## src/rtl/mantissa_div_pkg.sv

```systemverilog
// Shared constants, op-mode encoding, iteration counts and FSM state type
// for the iterative mantissa divider.
package mantissa_div_pkg;

  localparam int MANT_W = 28;
  localparam int QUOT_W = MANT_W + 1;

  localparam logic [1:0] OP_P28  = 2'b00;
  localparam logic [1:0] OP_P14  = 2'b01;
  localparam logic [1:0] OP_P7   = 2'b10;
  localparam logic [1:0] OP_P28B = 2'b11;

  localparam logic [4:0] N_P28 = 5'd29;
  localparam logic [4:0] N_P14 = 5'd15;
  localparam logic [4:0] N_P7  = 5'd8;

  typedef enum logic [1:0] {
    IDLE = 2'd0,
    CALC = 2'd1,
    DONE = 2'd2
  } state_t;

  function automatic logic [4:0] iter_count(input logic [1:0] op);
    case (op)
      OP_P14:  return N_P14;
      OP_P7:   return N_P7;
      default: return N_P28;
    endcase
  endfunction

endpackage

```

## src/rtl/mantissa_div_step.sv

```systemverilog
// One restoring radix-2 division step: compare, conditionally subtract,
// then shift the partial remainder left by one.
module mantissa_div_step #(
  parameter int MANT_W = mantissa_div_pkg::MANT_W,
  parameter int QUOT_W = mantissa_div_pkg::QUOT_W
) (
  input  logic [QUOT_W-1:0] r,
  input  logic [MANT_W-1:0] b,
  output logic              q,
  output logic [QUOT_W-1:0] r_next
);

  logic [QUOT_W-1:0] bx;
  logic [QUOT_W-1:0] diff;

  always_comb begin
    bx     = {1'b0, b};
    diff   = r - bx;
    q      = (r >= bx);
    r_next = (q ? diff : r) << 1;
  end

endmodule

```

## src/rtl/mantissa_divider_28.sv

```systemverilog
// Handshaked iterative restoring mantissa divider with left-aligned quotient
// and sticky. Define MANTISSA_DIV_RADIX4_EN to retire two quotient bits per cycle.
module mantissa_divider_28 #(
  parameter int MANT_W = mantissa_div_pkg::MANT_W,
  parameter int QUOT_W = mantissa_div_pkg::QUOT_W
) (
  input  logic              clk,
  input  logic              rst_n,
  input  logic              in_valid,
  output logic              in_ready,
  input  logic [MANT_W-1:0] A,
  input  logic [MANT_W-1:0] B,
  input  logic [1:0]        op,
  output logic              out_valid,
  input  logic              out_ready,
  output logic [QUOT_W-1:0] quot,
  output logic              sticky,
  output logic              dz
);

  import mantissa_div_pkg::*;

  state_t            state;
  logic [QUOT_W-1:0] r;
  logic [MANT_W-1:0] b_q;
  logic [4:0]        cnt;
  logic [4:0]        off;
  logic [4:0]        idx;
  logic [4:0]        n_sel;
  logic              q0;
  logic [QUOT_W-1:0] r0n;

  mantissa_div_step #(.MANT_W(MANT_W), .QUOT_W(QUOT_W)) u_step0 (
    .r      (r),
    .b      (b_q),
    .q      (q0),
    .r_next (r0n)
  );

`ifdef MANTISSA_DIV_RADIX4_EN
  logic              q1;
  logic [QUOT_W-1:0] r1n;
  logic [4:0]        idx_lo;

  mantissa_div_step #(.MANT_W(MANT_W), .QUOT_W(QUOT_W)) u_step1 (
    .r      (r0n),
    .b      (b_q),
    .q      (q1),
    .r_next (r1n)
  );

  always_comb idx_lo = idx - 5'd1;
`endif

  // cnt counts remaining steps minus one; off left-aligns narrow quotients.
  always_comb begin
    n_sel = iter_count(op);
    idx   = cnt + off;
  end

  always_ff @(posedge clk or negedge rst_n) begin
    if (!rst_n) begin
      state     <= IDLE;
      in_ready  <= 1'b1;
      out_valid <= 1'b0;
      quot      <= '0;
      sticky    <= 1'b0;
      dz        <= 1'b0;
      r         <= '0;
      b_q       <= '0;
      cnt       <= '0;
      off       <= '0;
    end else begin
      case (state)
        IDLE: begin
          if (in_valid) begin
            r        <= {1'b0, A};
            b_q      <= B;
            cnt      <= n_sel - 5'd1;
            off      <= 5'(QUOT_W) - n_sel;
            in_ready <= 1'b0;
            sticky   <= 1'b0;
            if (B[MANT_W-1]) begin
              quot  <= '0;
              dz    <= 1'b0;
              state <= CALC;
            end else begin
              quot  <= '1;
              dz    <= 1'b1;
              state <= DONE;
            end
          end
        end
        CALC: begin
          quot[idx] <= q0;
`ifdef MANTISSA_DIV_RADIX4_EN
          if (cnt == 5'd0) begin
            r         <= r0n;
            sticky    <= (r0n != '0);
            out_valid <= 1'b1;
            state     <= DONE;
          end else begin
            quot[idx_lo] <= q1;
            r            <= r1n;
            if (cnt == 5'd1) begin
              sticky    <= (r1n != '0);
              out_valid <= 1'b1;
              state     <= DONE;
            end else begin
              cnt <= cnt - 5'd2;
            end
          end
`else
          r <= r0n;
          if (cnt == 5'd0) begin
            sticky    <= (r0n != '0);
            out_valid <= 1'b1;
            state     <= DONE;
          end else begin
            cnt <= cnt - 5'd1;
          end
`endif
        end
        DONE: begin
          // The divide-by-zero path enters DONE directly, so out_valid
          // rises one edge after acceptance there.
          if (!out_valid) begin
            out_valid <= 1'b1;
          end else if (out_ready) begin
            out_valid <= 1'b0;
            in_ready  <= 1'b1;
            state     <= IDLE;
          end
        end
        default: begin
          state     <= IDLE;
          in_ready  <= 1'b1;
          out_valid <= 1'b0;
        end
      endcase
    end
  end

endmodule
```

## config.mk

```make
export PLATFORM = sky130hd
export DESIGN_NAME = mantissa_divider_28
export DESIGN_NICKNAME = d
export VERILOG_FILES = /design/src/rtl/mantissa_div_pkg.sv /design/src/rtl/mantissa_div_step.sv /design/src/rtl/mantissa_divider_28.sv
export SDC_FILE = /design/constraint.sdc
export NUM_CORES = 1
export LEC_CHECK = 0
export CORE_MARGIN = 1
export CORE_UTILIZATION = 56
export CTS_CLUSTER_SIZE = 40
export DETAILED_ROUTE_END_ITERATION = 10
export PLACE_DENSITY_LB_ADDON = 0.05
export SLEW_MARGIN = 20
export SYNTH_ARGS = -nofsm -noshare
export SYNTH_HDL_FRONTEND = slang
export SYNTH_HIERARCHICAL = 1
export SYNTH_SLANG_ARGS = --single-unit
```

## constraint.sdc

```tcl
create_clock -name clk -period 9.58 [get_ports clk]
set_input_delay 1.916 -clock clk [delete_from_list [all_inputs] [get_ports clk]]
set_output_delay 1.916 -clock clk [all_outputs]
set_load 0.01 [all_outputs]
```

==> flow_metrics.py <==
metrics = {
    "die": {
        "dieHeight_um": 114,
        "pin_count": 95,
        "core-area_um2": 12100,
        "dieArea_um2": 12900,
        "die_x_um": 114,
        "start_util": 0.579,
        "rows": 40,
    },
    "sta": {
        "fin_skew_ps": 8.87,
        "hold_viol": 0,
        "finalCritPeriodShare": 0.431,
        "tightest_slew_ps": 954,
        "max_slew_margin": 0.359,
        "fmax_ghz": 0.242,
        "rsz0062_at_grt": "no",
        "drv_slew": 0,
        "finalSetupViolCount": 0,
        "tns_ps": 0,
        "period_minus_slack_ps": 4120,
    },
    "cts": {
        "clockBufferDepth": 2,
        "cts_tree": "built",
        "cts_root_buf": "clkbuf_16",
        "cts_hold_buf": 0,
        "clk_pin_slew_worst_paths_ps": 70,
        "numCtsBuffers": 9,
        "clock_sink_count": 100,
        "cts_setup_buffers": 0,
        "post_cts_resized": 0,
        "h-tree-depth": 3,
        "clk_latency_ps": 360,
    },
    "cells_and_area": {
        "diodes": 0,
        "multi_input_area_um2": 4090,
        "nNetsFinal": 901,
        "syn_to_final_growth_pct": 18.0,
        "seqCellArea_um2": 2500,
        "fillCellCount": 986,
        "layout.core_utilization": 0.684,
        "final_layout_size_suffix_gt1_frac": 0.136,
    },
    "critical_path": {
        "max_stage_delay_ps": 690,
        "crit_slowest_cell": "and4b_2",
        "crit_chain": "clkdlybuf4s50_1 > and4b_2 > o21bai_1 > nor4b_1 > a211oi_1",
        "regToRegStartpoint": "r[5]$_DFFE_PN0P_",
        "critPathKind": "in2reg",
        "cp_max_fo": 30,
        "worstSetupStartpointType": "input pin",
        "cp-end-kind": "flop",
        "ff2ff_path_depth": 14,
        "cp.arrival_ps": 4310,
        "ff2ff_setup_slack_ps": 5490,
        "timing.rr.end": "sticky$_DFFE_PN0P_",
        "critPathRequiredTime_ps": 9770,
    },
    "run": {
        "max_cap_viol_count": 0,
    },
    "routing": {
        "route.detailed.drc": 0,
        "wl_per_cell_um": 16.9,
        "vias": 5728,
        "drtIter0Drc": 406,
        "routed_wl_um": 16400,
        "vias_per_cell": 5.89,
        "drtPass1Iterations": 5,
        "ant_nets": 0,
    },
    "synth": {
        "yosys.area.top_type": "dfrtp_1",
        "synth_top_area_frac": 0.355,
        "ys_async_sr_fraction": 1.00,
        "yosysMostFrequentCell": "dfrtp_1",
        "synth_flop_cell": "dfrtp_1",
        "syn_nets": 826,
        "avgSynthCellArea_um2": 9.65,
        "synthCells": 724,
        "synth_cell_types": 72,
        "synth_edf_count": 0,
        "yosysSeqAreaShare": 0.358,
        "netlist_area_um2": 6990,
        "synth_warnings": 6,
        "synth_seq_cells": 100,
        "synth_common_cells": "99 x dfrtp_1, 61 x a211oi_1, 60 x nand2_1",
        "yosys-top-cells-area": "dfrtp_1 35%, mux2_2 8.2%, ha_1 6.8%",
    },
    "run_status": {
        "status": "completed",
    },
    "global_route": {
        "grt_pass1_vias": 5599,
        "grt.overflow.total": 0,
        "grt_use_total": 0.266,
        "grt_pass1_wl_um": 27300,
        "antenna_found_initial": 0,
        "grt_max_degree": 64,
    },
    "min_path": {
        "min-delay-start": "dz$_DFFE_PN0P_",
        "hp-class": "reg2reg",
        "whs_path_depth": 2,
        "min_to": "dz$_DFFE_PN0P_",
    },
    "placement": {
        "portBuffers": 94,
        "gp_congestion": 0.885,
        "dpl.hpwl_um": 12300,
    },
}
==> cells in the final DEF (no fill, tap or decap), drive strengths merged, types with 9 or more instances in the layout <==
cell           count
a211oi            66
a21o              15
a21oi             42
clkbuf            11
clkdlybuf4s50     93
dfrtp             99
ha                38
inv               50
mux2              56
mux2i             35
nand2             60
nand2b             9
nand3             11
nor2              43
nor3               9
nor4              10
o21ai             52
xnor2             16
==> final cells by class <==
class                   instances  share of cell area
multi-input cells             539               0.497
flip-flops and latches        100               0.304
repair buffers                100               0.119
clock buffers                  11              0.0282
well taps                     168              0.0255
inverters                      49              0.0223
clock inverters                 5             0.00440
==> metrics by stage <==
stage / hold slack, ps / setup slack [ps] / instance area [µm²] / cells
6_report: 500 / 5460 / 8240 / 972
3_3_place_gp: 466 / 5310 / 7980 / 956
2_1_floorplan: 450 / 6510 / 6990 / 724
4_1_cts: 505 / 5510 / 8240 / 972
5_1_grt: 516 / 5210 / 8240 / 972
3_5_place_dp: 484 / 5120 / 7980 / 956
==> metal layers <==
metal | vias to the layer above | global-route usage | wire (µm)
li1 | 2787 | - | -
met1 | 2745 | 0.373 | 7830
met2 | 181 | 0.416 | 7450
met3 | 15 | 0.0654 | 952
met4 | 0 | 0.0588 | 151
met5 | - | 0 | 0
==> cell families (layout without fill, tap and decap cells) <==
logic type	Yosys count	in the layout	synth area share
adders and majority gates	40	40	0.0738
buffers and inverters	85	165	0.0578
xor gates and xnor gates	24	24	0.0312
and+or+nand+nor	171	171	0.120
other	1	1	0.000537
muxes	91	91	0.143
AOI/OAI and AO/OA	212	212	0.215
DFF	100	100	0.358
==> worst max-delay path, delay by kind of cell <==
kind                   cells  cell delay (ps)
buffers and inverters      1              640
AND/OR/NAND/NOR            2             1330
AO/OA/AOI/OAI              2              420
==> worst max path at each step <==
stage                            startpoint                   end  slack (ps)  cells after the start
final                              in_valid  quot[12]$_DFFE_PN0P_        5460                      5
after global routing      r[11]$_DFFE_PN0P_    sticky$_DFFE_PN0P_        5210                     14
after CTS                  r[5]$_DFFE_PN0P_    sticky$_DFFE_PN0P_        5510                     14
after detailed placement           in_valid  quot[12]$_DFFE_PN0P_        5120                      5
after global placement             in_valid  quot[12]$_DFFE_PN0P_        5310                      5
after floorplan           r[10]$_DFFE_PN0P_  quot[12]$_DFFE_PN0P_        6510                     14
==> registers in the layout, indices dropped and copies added, names as in the netlist, 2 cells and up <==
name / flops
off: 3
cnt: 5
state: 2
r: 29
b_q: 28
quot: 29
Power is left out: the tool's default activity adds up to more than one toggle a clock period on the data nets, which glitch-free logic cannot reach.
